**config.mk**
```make
export PLATFORM = sky130hd
export DESIGN_NAME = pipe_regfile_sb_flat
export DESIGN_NICKNAME = d
export VERILOG_FILES = /design/src/rtl/pipe_regfile_sb_if.sv /design/src/rtl/pipe_regfile_sb.sv /design/src/flat_wrapper.sv
export SDC_FILE = /design/constraint.sdc
export NUM_CORES = 2
export LEC_CHECK = 0
export BUFFER_PORTS_ARGS = -buffer_cell sky130_fd_sc_hd__buf_2
export CAP_MARGIN = 10
export CORE_UTILIZATION = 35
export DETAILED_ROUTE_END_ITERATION = 7
export GPL_ROUTABILITY_DRIVEN = 0
export GPL_TIMING_DRIVEN = 0
export HOLD_SLACK_MARGIN = 0.06
export PLACE_DENSITY = 0.53
export REMOVE_ABC_BUFFERS = 1
export SLEW_MARGIN = 20
export SYNTH_ARGS = -nofsm -noshare
export SYNTH_HDL_FRONTEND = slang
export SYNTH_SLANG_ARGS = --single-unit
```
**constraint.sdc**
```tcl
create_clock -name clk -period 5.9 [get_ports clk]
set_clock_uncertainty 0.05 [all_clocks]
set_input_delay 0.59 -clock clk [delete_from_list [all_inputs] [get_ports clk]]
set_output_delay 0.59 -clock clk [all_outputs]
set_load 0.005 [all_outputs]
```
**src/rtl/pipe_regfile_sb_if.sv**
```systemverilog
// pipe_regfile_sb_if: read, issue, writeback and flush signals between decode and the register file
interface pipe_regfile_sb_if #(
  parameter int DATA_W = 32,
  parameter int ADDR_W = 5,
  parameter int NRD    = 2
);
  logic [NRD*ADDR_W-1:0] rd_addr;
  logic [NRD-1:0]        rd_use;
  logic [NRD*DATA_W-1:0] rd_data;
  logic [NRD-1:0]        rd_busy;
  logic                  stall;
  logic                  iss_en;
  logic [ADDR_W-1:0]     iss_addr;
  logic                  wr_en;
  logic [ADDR_W-1:0]     wr_addr;
  logic [DATA_W-1:0]     wr_data;
  logic                  flush;
  logic [ADDR_W:0]       pend_cnt;
  modport master (
    output rd_addr, rd_use, iss_en, iss_addr, wr_en, wr_addr, wr_data, flush,
    input  rd_data, rd_busy, stall, pend_cnt
  );
  modport slave (
    input  rd_addr, rd_use, iss_en, iss_addr, wr_en, wr_addr, wr_data, flush,
    output rd_data, rd_busy, stall, pend_cnt
  );
endinterface

```
**src/rtl/pipe_regfile_sb.sv**
```systemverilog
// pipe_regfile_sb: register file with per-register pending scoreboard and optional write-to-read bypass
module pipe_regfile_sb #(
  parameter int DATA_W = 32,
  parameter int ADDR_W = 5,
  parameter int NRD    = 2,
  parameter int BYPASS = 1
) (
  input logic clk,
  input logic rst,
  pipe_regfile_sb_if.slave bus
);
  localparam int NREG = 2**ADDR_W;
  logic [DATA_W-1:0]     regs_q [NREG];
  logic [DATA_W-1:0]     regs_d [NREG];
  logic [NREG-1:0]       pend_q, pend_d;
  logic [ADDR_W:0]       cnt_q, cnt_d;
  logic                  wr_ok, iss_ok;
  logic [ADDR_W-1:0]     ra [NRD];
  logic [NRD-1:0]        hit, busy;
  logic [NRD*DATA_W-1:0] data;
  assign wr_ok  = bus.wr_en && bus.wr_addr != '0;
  assign iss_ok = bus.iss_en && bus.iss_addr != '0;
  // next state: register write, then pending bits where flush beats issue beats writeback-clear
  always_comb begin
    regs_d = regs_q;
    if (wr_ok) regs_d[bus.wr_addr] = bus.wr_data;
    pend_d = pend_q;
    if (wr_ok) pend_d[bus.wr_addr] = 1'b0;
    if (iss_ok) pend_d[bus.iss_addr] = 1'b1;
    if (bus.flush) pend_d = '0;
    cnt_d = '0;
    for (int i = 0; i < NREG; i++) cnt_d = cnt_d + (ADDR_W+1)'(pend_d[i]);
  end
  // state registers; the count tracks the popcount of the registered pending bits
  always_ff @(posedge clk) begin
    if (rst) begin
      regs_q <= '{default: '0};
      pend_q <= '0;
      cnt_q  <= '0;
    end else begin
      regs_q <= regs_d;
      pend_q <= pend_d;
      cnt_q  <= cnt_d;
    end
  end
  // read ports: forward the writeback value and suppress busy when it retires the read register
  always_comb begin
    ra   = '{default: '0};
    hit  = '0;
    busy = '0;
    data = '0;
    for (int k = 0; k < NRD; k++) begin
      ra[k]   = bus.rd_addr[k*ADDR_W +: ADDR_W];
      hit[k]  = (BYPASS != 0) && wr_ok && bus.wr_addr == ra[k];
      busy[k] = pend_q[ra[k]] && ra[k] != '0 && !hit[k];
      data[k*DATA_W +: DATA_W] = hit[k] ? bus.wr_data : regs_q[ra[k]];
    end
  end
  assign bus.rd_data  = data;
  assign bus.rd_busy  = busy;
  assign bus.stall    = |(bus.rd_use & busy);
  assign bus.pend_cnt = cnt_q;
endmodule

```
**src/flat_wrapper.sv**
```systemverilog
// flat-port wrapper written by rule: the top's interface ports become plain ports
module pipe_regfile_sb_flat 
#(
  parameter int DATA_W = 32,
  parameter int ADDR_W = 5,
  parameter int NRD    = 2,
  parameter int BYPASS = 1
)
  (clk, rst, bus_rd_addr, bus_rd_use, bus_iss_en, bus_iss_addr, bus_wr_en, bus_wr_addr, bus_wr_data, bus_flush, bus_rd_data, bus_rd_busy, bus_stall, bus_pend_cnt);
  pipe_regfile_sb_if #(.DATA_W(DATA_W), .ADDR_W(ADDR_W), .NRD(NRD)) bus_i ();
  input logic clk;
  input logic rst;
  input wire logic [$bits(bus_i.rd_addr)-1:0] bus_rd_addr;
  input wire logic [$bits(bus_i.rd_use)-1:0] bus_rd_use;
  input wire logic [$bits(bus_i.iss_en)-1:0] bus_iss_en;
  input wire logic [$bits(bus_i.iss_addr)-1:0] bus_iss_addr;
  input wire logic [$bits(bus_i.wr_en)-1:0] bus_wr_en;
  input wire logic [$bits(bus_i.wr_addr)-1:0] bus_wr_addr;
  input wire logic [$bits(bus_i.wr_data)-1:0] bus_wr_data;
  input wire logic [$bits(bus_i.flush)-1:0] bus_flush;
  output wire logic [$bits(bus_i.rd_data)-1:0] bus_rd_data;
  output wire logic [$bits(bus_i.rd_busy)-1:0] bus_rd_busy;
  output wire logic [$bits(bus_i.stall)-1:0] bus_stall;
  output wire logic [$bits(bus_i.pend_cnt)-1:0] bus_pend_cnt;
  assign bus_i.rd_addr = bus_rd_addr;
  assign bus_i.rd_use = bus_rd_use;
  assign bus_i.iss_en = bus_iss_en;
  assign bus_i.iss_addr = bus_iss_addr;
  assign bus_i.wr_en = bus_wr_en;
  assign bus_i.wr_addr = bus_wr_addr;
  assign bus_i.wr_data = bus_wr_data;
  assign bus_i.flush = bus_flush;
  assign bus_rd_data = bus_i.rd_data;
  assign bus_rd_busy = bus_i.rd_busy;
  assign bus_stall = bus_i.stall;
  assign bus_pend_cnt = bus_i.pend_cnt;
  pipe_regfile_sb #(.DATA_W(DATA_W), .ADDR_W(ADDR_W), .NRD(NRD), .BYPASS(BYPASS)) u_core (.clk(clk), .rst(rst), .bus(bus_i));
endmodule
```
=== Word level (Yosys, flattened, before mapping) ===
Cells that the tools add are included.

* $lt $le $gt $ge: 10
* Reduce and logical (&&, ||, !) cells: 18
* Bitwise gates (word level): 7
* $add $sub $neg: 31
* Multiplexer cells: 22
* Equal/unequal tests: 2

{| class="wikitable"
|+ Operator list
! cell !! count
|-
| 1024-bit bitwise mux || 1
|-
| 32-bit binary-select mux with 5-bit select || 2
|-
| 32-bit two-way mux || 10
|-
| 6-bit by 1-bit adder with 6-bit output || 30
|-
| 32-bit demux with 5-bit select || 1
|-
| 32-bit AND || 1
|-
| 32-bit NOT || 1
|-
| 32-bit bitwise OR || 1
|-
| 5-bit by 6-bit < comparator with 1-bit output, second input constant || 4
|-
| 5-bit nonzero test || 4
|-
| 6-bit greater-or-equal comparator, second input constant || 3
|-
| 5-bit NOT with 6-bit output || 3
|-
| 1-bit logical AND || 11
|-
| 1-bit binary-select mux with 5-bit select || 2
|-
| 1-bit demux with 5-bit select || 2
|-
| 5-bit equality test || 2
|-
| 5-bit by 1-bit greater-or-equal comparator with 1-bit output, second input constant || 2
|-
| 6-bit by 1-bit < comparator with 1-bit output, second input constant || 1
|-
| 1-bit two-way mux || 4
|-
| 1-bit by 1-bit adder with 2-bit output || 1
|-
| 2-bit AND || 1
|-
| 1-bit zero test || 2
|-
| 2-bit OR reduction || 1
|}

* Output and inout port bits: 73
* Bits in registers: 1062
* Word-level logic and storage cells: 124
* Input bits: 59

=== Depth between registers and ports, before layout ===
* Depth in word-level cells: 41
* Mapped depth: 24
* Mapped depth without buffers: 22

=== Least setup slack after synthesis ===
Ideal clock, no wire load.

* Path kind: input -> register
* Start point: input bus_wr_addr[0]
* End point: register u_core.cnt_q[4] (netlist: u_core.bus.pend_cnt[4])
* Stages on the path: 23
* Required time: 5.722 ns
* Path buffers: 2
* Arrival time: 6.054 ns
* Slack: -0.332 ns
* Library setup time: 0.128 ns
* Cell sequence: clkbuf_1 > and3b_1 > clkbuf_1 > nand2_1 > a22oi_1 > nor2_1 > ha_1 > inv_1 > fa_1 > fa_1 > fa_1 > fa_1 > fa_1 > inv_1 > fa_1 > inv_1 > fa_1 > inv_1 > fa_1 > a21o_1 > a21oi_1 > xor2_1 > nor2_1

* Cells in the longest elaborated chain, start to end: 41
* Elaborated cells between the ends (all ways): 44
* Classes of those cells: add/sub (31); order compare (2); mux (5); bitwise (3); reduce/logical (3)

{| class="wikitable"
|+ RTL lines
! item !! line !! RTL
|-
| from (decl) || flat_wrapper.sv:18 || <nowiki>input wire logic [$bits(bus_i.wr_addr)-1:0] bus_wr_addr;</nowiki>
|-
| 5-bit by 6-bit < comparator with 1-bit output (implied by the code) / 5-bit by 1-bit greater-or-equal comparator with 1-bit output (equally long branches) || pipe_regfile_sb.sv:28 || <nowiki>if (wr_ok) pend_d[bus.wr_addr] = 1'b0;</nowiki>
|-
| 1-bit logical AND (implied by the code) || pipe_regfile_sb.sv:28 ||
|-
| 1-bit two-way mux (implied by the code) || pipe_regfile_sb.sv:28 ||
|-
| 1-bit demux with 5-bit select || -- ||
|-
| 32-bit NOT (no line) || -- ||
|-
| 32-bit AND (no line) || -- ||
|-
| 32-bit two-way mux * || pipe_regfile_sb.sv:28 ||
|-
| 32-bit bitwise OR (no line) || -- ||
|-
| 32-bit two-way mux * || pipe_regfile_sb.sv:29 || <nowiki>if (iss_ok) pend_d[bus.iss_addr] = 1'b1;</nowiki>
|-
| 32-bit two-way mux * || pipe_regfile_sb.sv:30 || <nowiki>if (bus.flush) pend_d = '0;</nowiki>
|-
| named net u_core.pend_d[1] || pipe_regfile_sb.sv:15 || <nowiki>logic [NREG-1:0] pend_q, pend_d;</nowiki>
|-
| 1-bit by 1-bit adder with 2-bit output * || pipe_regfile_sb.sv:32 || <nowiki>for (int i = 0; i < NREG; i++) cnt_d = cnt_d + (ADDR_W+1)'(pend_d[i]);</nowiki>
|-
| 6-bit by 1-bit adder with 6-bit output * (30 in a row) || pipe_regfile_sb.sv:32 ||
|-
| to (signal assigned) || pipe_regfile_sb.sv:43 || <nowiki>cnt_q <= cnt_d;</nowiki>
|-
| to (decl) || pipe_regfile_sb.sv:16 || <nowiki>logic [ADDR_W:0] cnt_q, cnt_d;</nowiki>
|}

The timed path passes the listed nets; every way through them passes the cells marked *.
A chain may end at the register's enable or synchronous reset.

=== Final worst setup path ===
* Start point: input bus_wr_addr[0]
* End point: register u_core.cnt_q[4] (netlist: u_core.bus.pend_cnt[4])

* Cells in the longest elaborated chain, start to end: 41
* Elaborated cells between the ends (all ways): 44
* Classes of those cells: add/sub (31); order compare (2); mux (5); bitwise (3); reduce/logical (3)

{| class="wikitable"
|+ RTL lines
! item !! line
|-
| 5-bit by 6-bit < comparator with 1-bit output (implied by the code) / 5-bit by 1-bit greater-or-equal comparator with 1-bit output (equally long branches) || pipe_regfile_sb.sv:28
|-
| 1-bit logical AND (implied by the code) || pipe_regfile_sb.sv:28
|-
| 1-bit two-way mux (implied by the code) || pipe_regfile_sb.sv:28
|-
| 1-bit demux with 5-bit select || --
|-
| 32-bit NOT (no line) || --
|-
| 32-bit AND (no line) || --
|-
| 32-bit two-way mux * || pipe_regfile_sb.sv:28
|-
| 32-bit bitwise OR (no line) || --
|-
| 32-bit two-way mux * || pipe_regfile_sb.sv:29
|-
| 32-bit two-way mux * || pipe_regfile_sb.sv:30
|-
| 1-bit by 1-bit adder with 2-bit output || pipe_regfile_sb.sv:32
|-
| 6-bit by 1-bit adder with 6-bit output (29 in a row) || pipe_regfile_sb.sv:32
|-
| 6-bit by 1-bit adder with 6-bit output * || pipe_regfile_sb.sv:32
|}

Mark *: on every way between the ends. The rest lies on a longest branch, timed or not.

==> results.txt <==
Layout Area Growth over Synthesis = 15.6%
DRT met1 WL = 86600 µm
Die Width = 399 µm
total number of vias = 47953
top layer in use = met5
critical path peak fanout = 15
final core utilization = 40.8%
RR Endpoint = u_core.bus.pend_cnt[4]
CP Cell Sequence = clkbuf_4, and3b_4, buf_12, nand2_8, buf_16, a22oi_1, or2_2, fa_1, fa_1, inv_1, fa_1, inv_1, fa_1, fa_1, inv_1, fa_1, inv_1, fa_1, inv_1, fa_2, a21o_1, a21oi_2, xor2_1, nor2_1
Root Driver = clkbuf_16
Final nets = 5905
Worst path max stage delay = 0.50 ns
ys flop type = dfxtp_1
Peak Freq = 0.175 GHz
total I/O pin count = 132
largest area contributor in the netlist = dfxtp_1
crit path kind = input pin to flop
starting density of the core = 35.3%
TritonCTS Sinks = 1062
list of most frequent post-synthesis cells = nand2_1, dfxtp_1, a21oi_1
crit start category = input pin
area of the multi-input gates = 31700 µm²
Rel. slew slack = 20.1%
Yosys top cell area share = 38.6%
clk slew on worst S/H paths = 0.07 ns
Port Buf Inserts = 131
sequential area share after synthesis = 38.6%
Die ar. = 159000 µm²
cell family with the largest share of critical-path delay = adder cells
die height = 399 µm
FP Rows = 145
Synth cell types = 52
FFs w/ async S/R, synth = 0%
hold worst-path end = u_core.pend_q[19]
vias per cell = 6.02
Final setup viols = 0
number of synthesized flops with an enable pin = 0
min-delay src = bus_iss_addr[1]
gr usage total = 27.9%
wire length on met3 = 24500 µm
layout cells sized above 1 = 19.4%
Compound-Gate Fraction of Synth Area = 12.1%
antenna viol nets, final = 0
Post-Syn Instances = 6018
Final Hold Fails = 0
syn_area_per_cell = 9.16 µm²
CP max-delay cell = fa_1
period utilization = 97.0%
number of global-route vias before repair = 45784
initial drt markers = 6499
sequential cell area = 21300 µm²
Yosys warnings = 0
TritonCTS clock tree = done
count of state elements after synthesis = 1062
clk_lat worst skew = 0.76 ns
Buf+Inv Stages, Crit Path = 8
path depth of the worst reg2reg path = 19
R2R Path Start = u_core.pend_q[1]
synth top area cells = dfxtp_1, mux4_2, nand2_1
leakage power = 21.3 nW
largest family of logic cells by synthesized area = multiplexers
setup TNS = 0 ns
peak supply drop = 0.250 mV
largest net degree at the start of global routing = 162
worst hold path class = input pin to flop
Crit path arrival time = 6.28 ns
Power Dens Cells = 253 nW/µm²
XOR/XNOR share of the synthesized area = 0.207%
htree depth = 3
drt drc = 0
fin. max-slew vios = 0
DP HPWL = 141000 µm
Simple-Gate Fraction of Synth Area = 16.5%
total grt overflow = 0
CTS Buffer Depth = 3
initial antenna violation count = 18
adder-cell area share of the yosys netlist = 1.05%
min cycle time layout = 5.72 ns
worst hold stages = 3
Crit. End Element = flop
routed wire length per instance = 28.6 µm
global-route wire length before repair = 323000 µm
Max Cap Violations = 0
flop-to-flop setup slack = 0.61 ns
mux cell area share after synthesis = 26.2%
Crit path top cell by count = fa_1
TritonRoute pass-1 iters = 6
most numerous cell in the Yosys netlist = nand2_1
run status = complete, no violations
met2 routed WL = 105000 µm
worst slew pin tran = 1.19 ns
mapped cell area = 55100 µm²
Placeable Area = 156000 µm²
CTS Buf Count = 115
# fillers = 14845
critical path required time = 6.45 ns
Post-Route WL = 228000 µm
Hold WS = 0.230 ns
[timing repair]
action | CTS | global route
hold buffers | 1 | 0
gates resized for setup | 32 | 15
gates cloned | 2 | 2
pin swaps | 13 | 4
buffers inserted | 23 | 12
endpoints found under the hold margin | 29 | 0
endpoints found under the setup margin | 6 | 1
[layout make-up]
cell class              instances  area share, %
multi-input cells            4294           49.7
diodes                          3         0.0118
repair buffers                307           6.76
clock buffers                 169           5.26
flip-flops and latches       1062           33.4
clock inverters                42          0.687
inverters                      34          0.200
well taps                    2058           4.04
[worst reg2reg max path: cells and delay by family, from the launching register on]
family / cells / cell delay (ns)
AOI/OAI and AO/OA: 3 / 0.57
DFF: 1 / 0.33
adders and majority gates: 9 / 3.69
and+or+nand+nor: 2 / 0.12
xor gates and xnor gates: 1 / 0.15
buffers and inverters: 4 / 0.23
[through the flow]
stage / setup WS [ns] / instance area, µm² / std cells / total power, mW
2_1_floorplan: -0.646 / 52300 / 5389 / 7.85
6_report: 0.178 / 63700 / 7969 / 16.1
5_1_grt: -0.00270 / 63700 / 7967 / 16.5
3_3_place_gp: -13.25 / 55500 / 7578 / 8.79
4_1_cts: 0.000505 / 63500 / 7952 / 16.1
3_5_place_dp: -1.78 / 59300 / 7715 / 8.81
[per-layer routing]
| layer | track usage, % | up-vias |
|---|---|---|
| li1 | - | 20638 |
| met1 | 35.8 | 23714 |
| met2 | 43.9 | 2865 |
| met3 | 6.67 | 710 |
| met4 | 13.9 | 26 |
| met5 | 0 | - |
[state kept, by name, summed over array words and instances, names as in the netlist]
signal and cells:
u_core.regs_q 1024, u_core.bus.pend_cnt 6, u_core.pend_q 32
[how the worst max path moves through the flow]
stage	from	to	slack, ns	cells past startpoint
final	bus_wr_addr[0]	u_core.bus.pend_cnt[4]	0.18	24
after floorplan	bus_wr_addr[2]	u_core.bus.pend_cnt[4]	-0.65	21
after global placement	bus_rd_addr[5]	bus_rd_data[60]	-13.25	5
after CTS	bus_wr_addr[0]	u_core.bus.pend_cnt[4]	0.0005	23
after global routing	bus_wr_addr[0]	u_core.bus.pend_cnt[4]	-0.003	24
after detailed placement	bus_wr_addr[0]	u_core.bus.pend_cnt[4]	-1.78	23
[layout by cell type (no fill, tap or decap), types with 5 or more instances in the layout]
| cell type | netlist | final |
|---|---|---|
| xnor2_1 | 8 | 8 |
| nand3_4 | 0 | 9 |
| nor2b_1 | 47 | 43 |
| buf_2 | 96 | 116 |
| buf_12 | 4 | 58 |
| mux4_2 | 517 | 517 |
| clkbuf_8 | 5 | 25 |
| a22oi_1 | 39 | 37 |
| o22ai_1 | 54 | 54 |
| nor2_1 | 82 | 50 |
| ha_1 | 8 | 8 |
| dfxtp_1 | 1062 | 1062 |
| xor2_1 | 5 | 5 |
| inv_1 | 34 | 34 |
| buf_16 | 1 | 69 |
| mux2i_1 | 84 | 84 |
| or2_2 | 18 | 18 |
| o211ai_2 | 28 | 28 |
| clkinv_2 | 0 | 26 |
| nor3_1 | 15 | 13 |
| buf_8 | 3 | 9 |
| nand2_1 | 2114 | 2090 |
| nand2_8 | 0 | 10 |
| nand3b_1 | 6 | 6 |
| nor2_4 | 0 | 32 |
| buf_6 | 13 | 15 |
| o21ai_0 | 64 | 63 |
| mux4_1 | 74 | 74 |
| clkbuf_1 | 436 | 28 |
| clkbuf_16 | 0 | 118 |
| nand2_4 | 0 | 15 |
| a21oi_1 | 1048 | 1047 |
| fa_1 | 24 | 23 |
| bufinv_16 | 0 | 5 |
| buf_4 | 16 | 35 |
[logic make-up (layout without fill, tap and decap cells)]
family	Yosys count	count (layout)
buf+inv	663	552
compound gates	1247	1247
other cells	0	3
fa+ha+maj	32	32
xor+xnor	13	13
mux	676	676
simple gates	2325	2326
flops	1062	1062
[power by group]
part | total (mW) | switching (mW) | internal, mW
logic | 1.45 | 0.979 | 0.470
clock network | 7.39 | 3.24 | 4.16
registers | 7.26 | 0.0354 | 7.22
total | 16.1 | 4.25 | 11.9
Power figures use the tool's default switching activity.
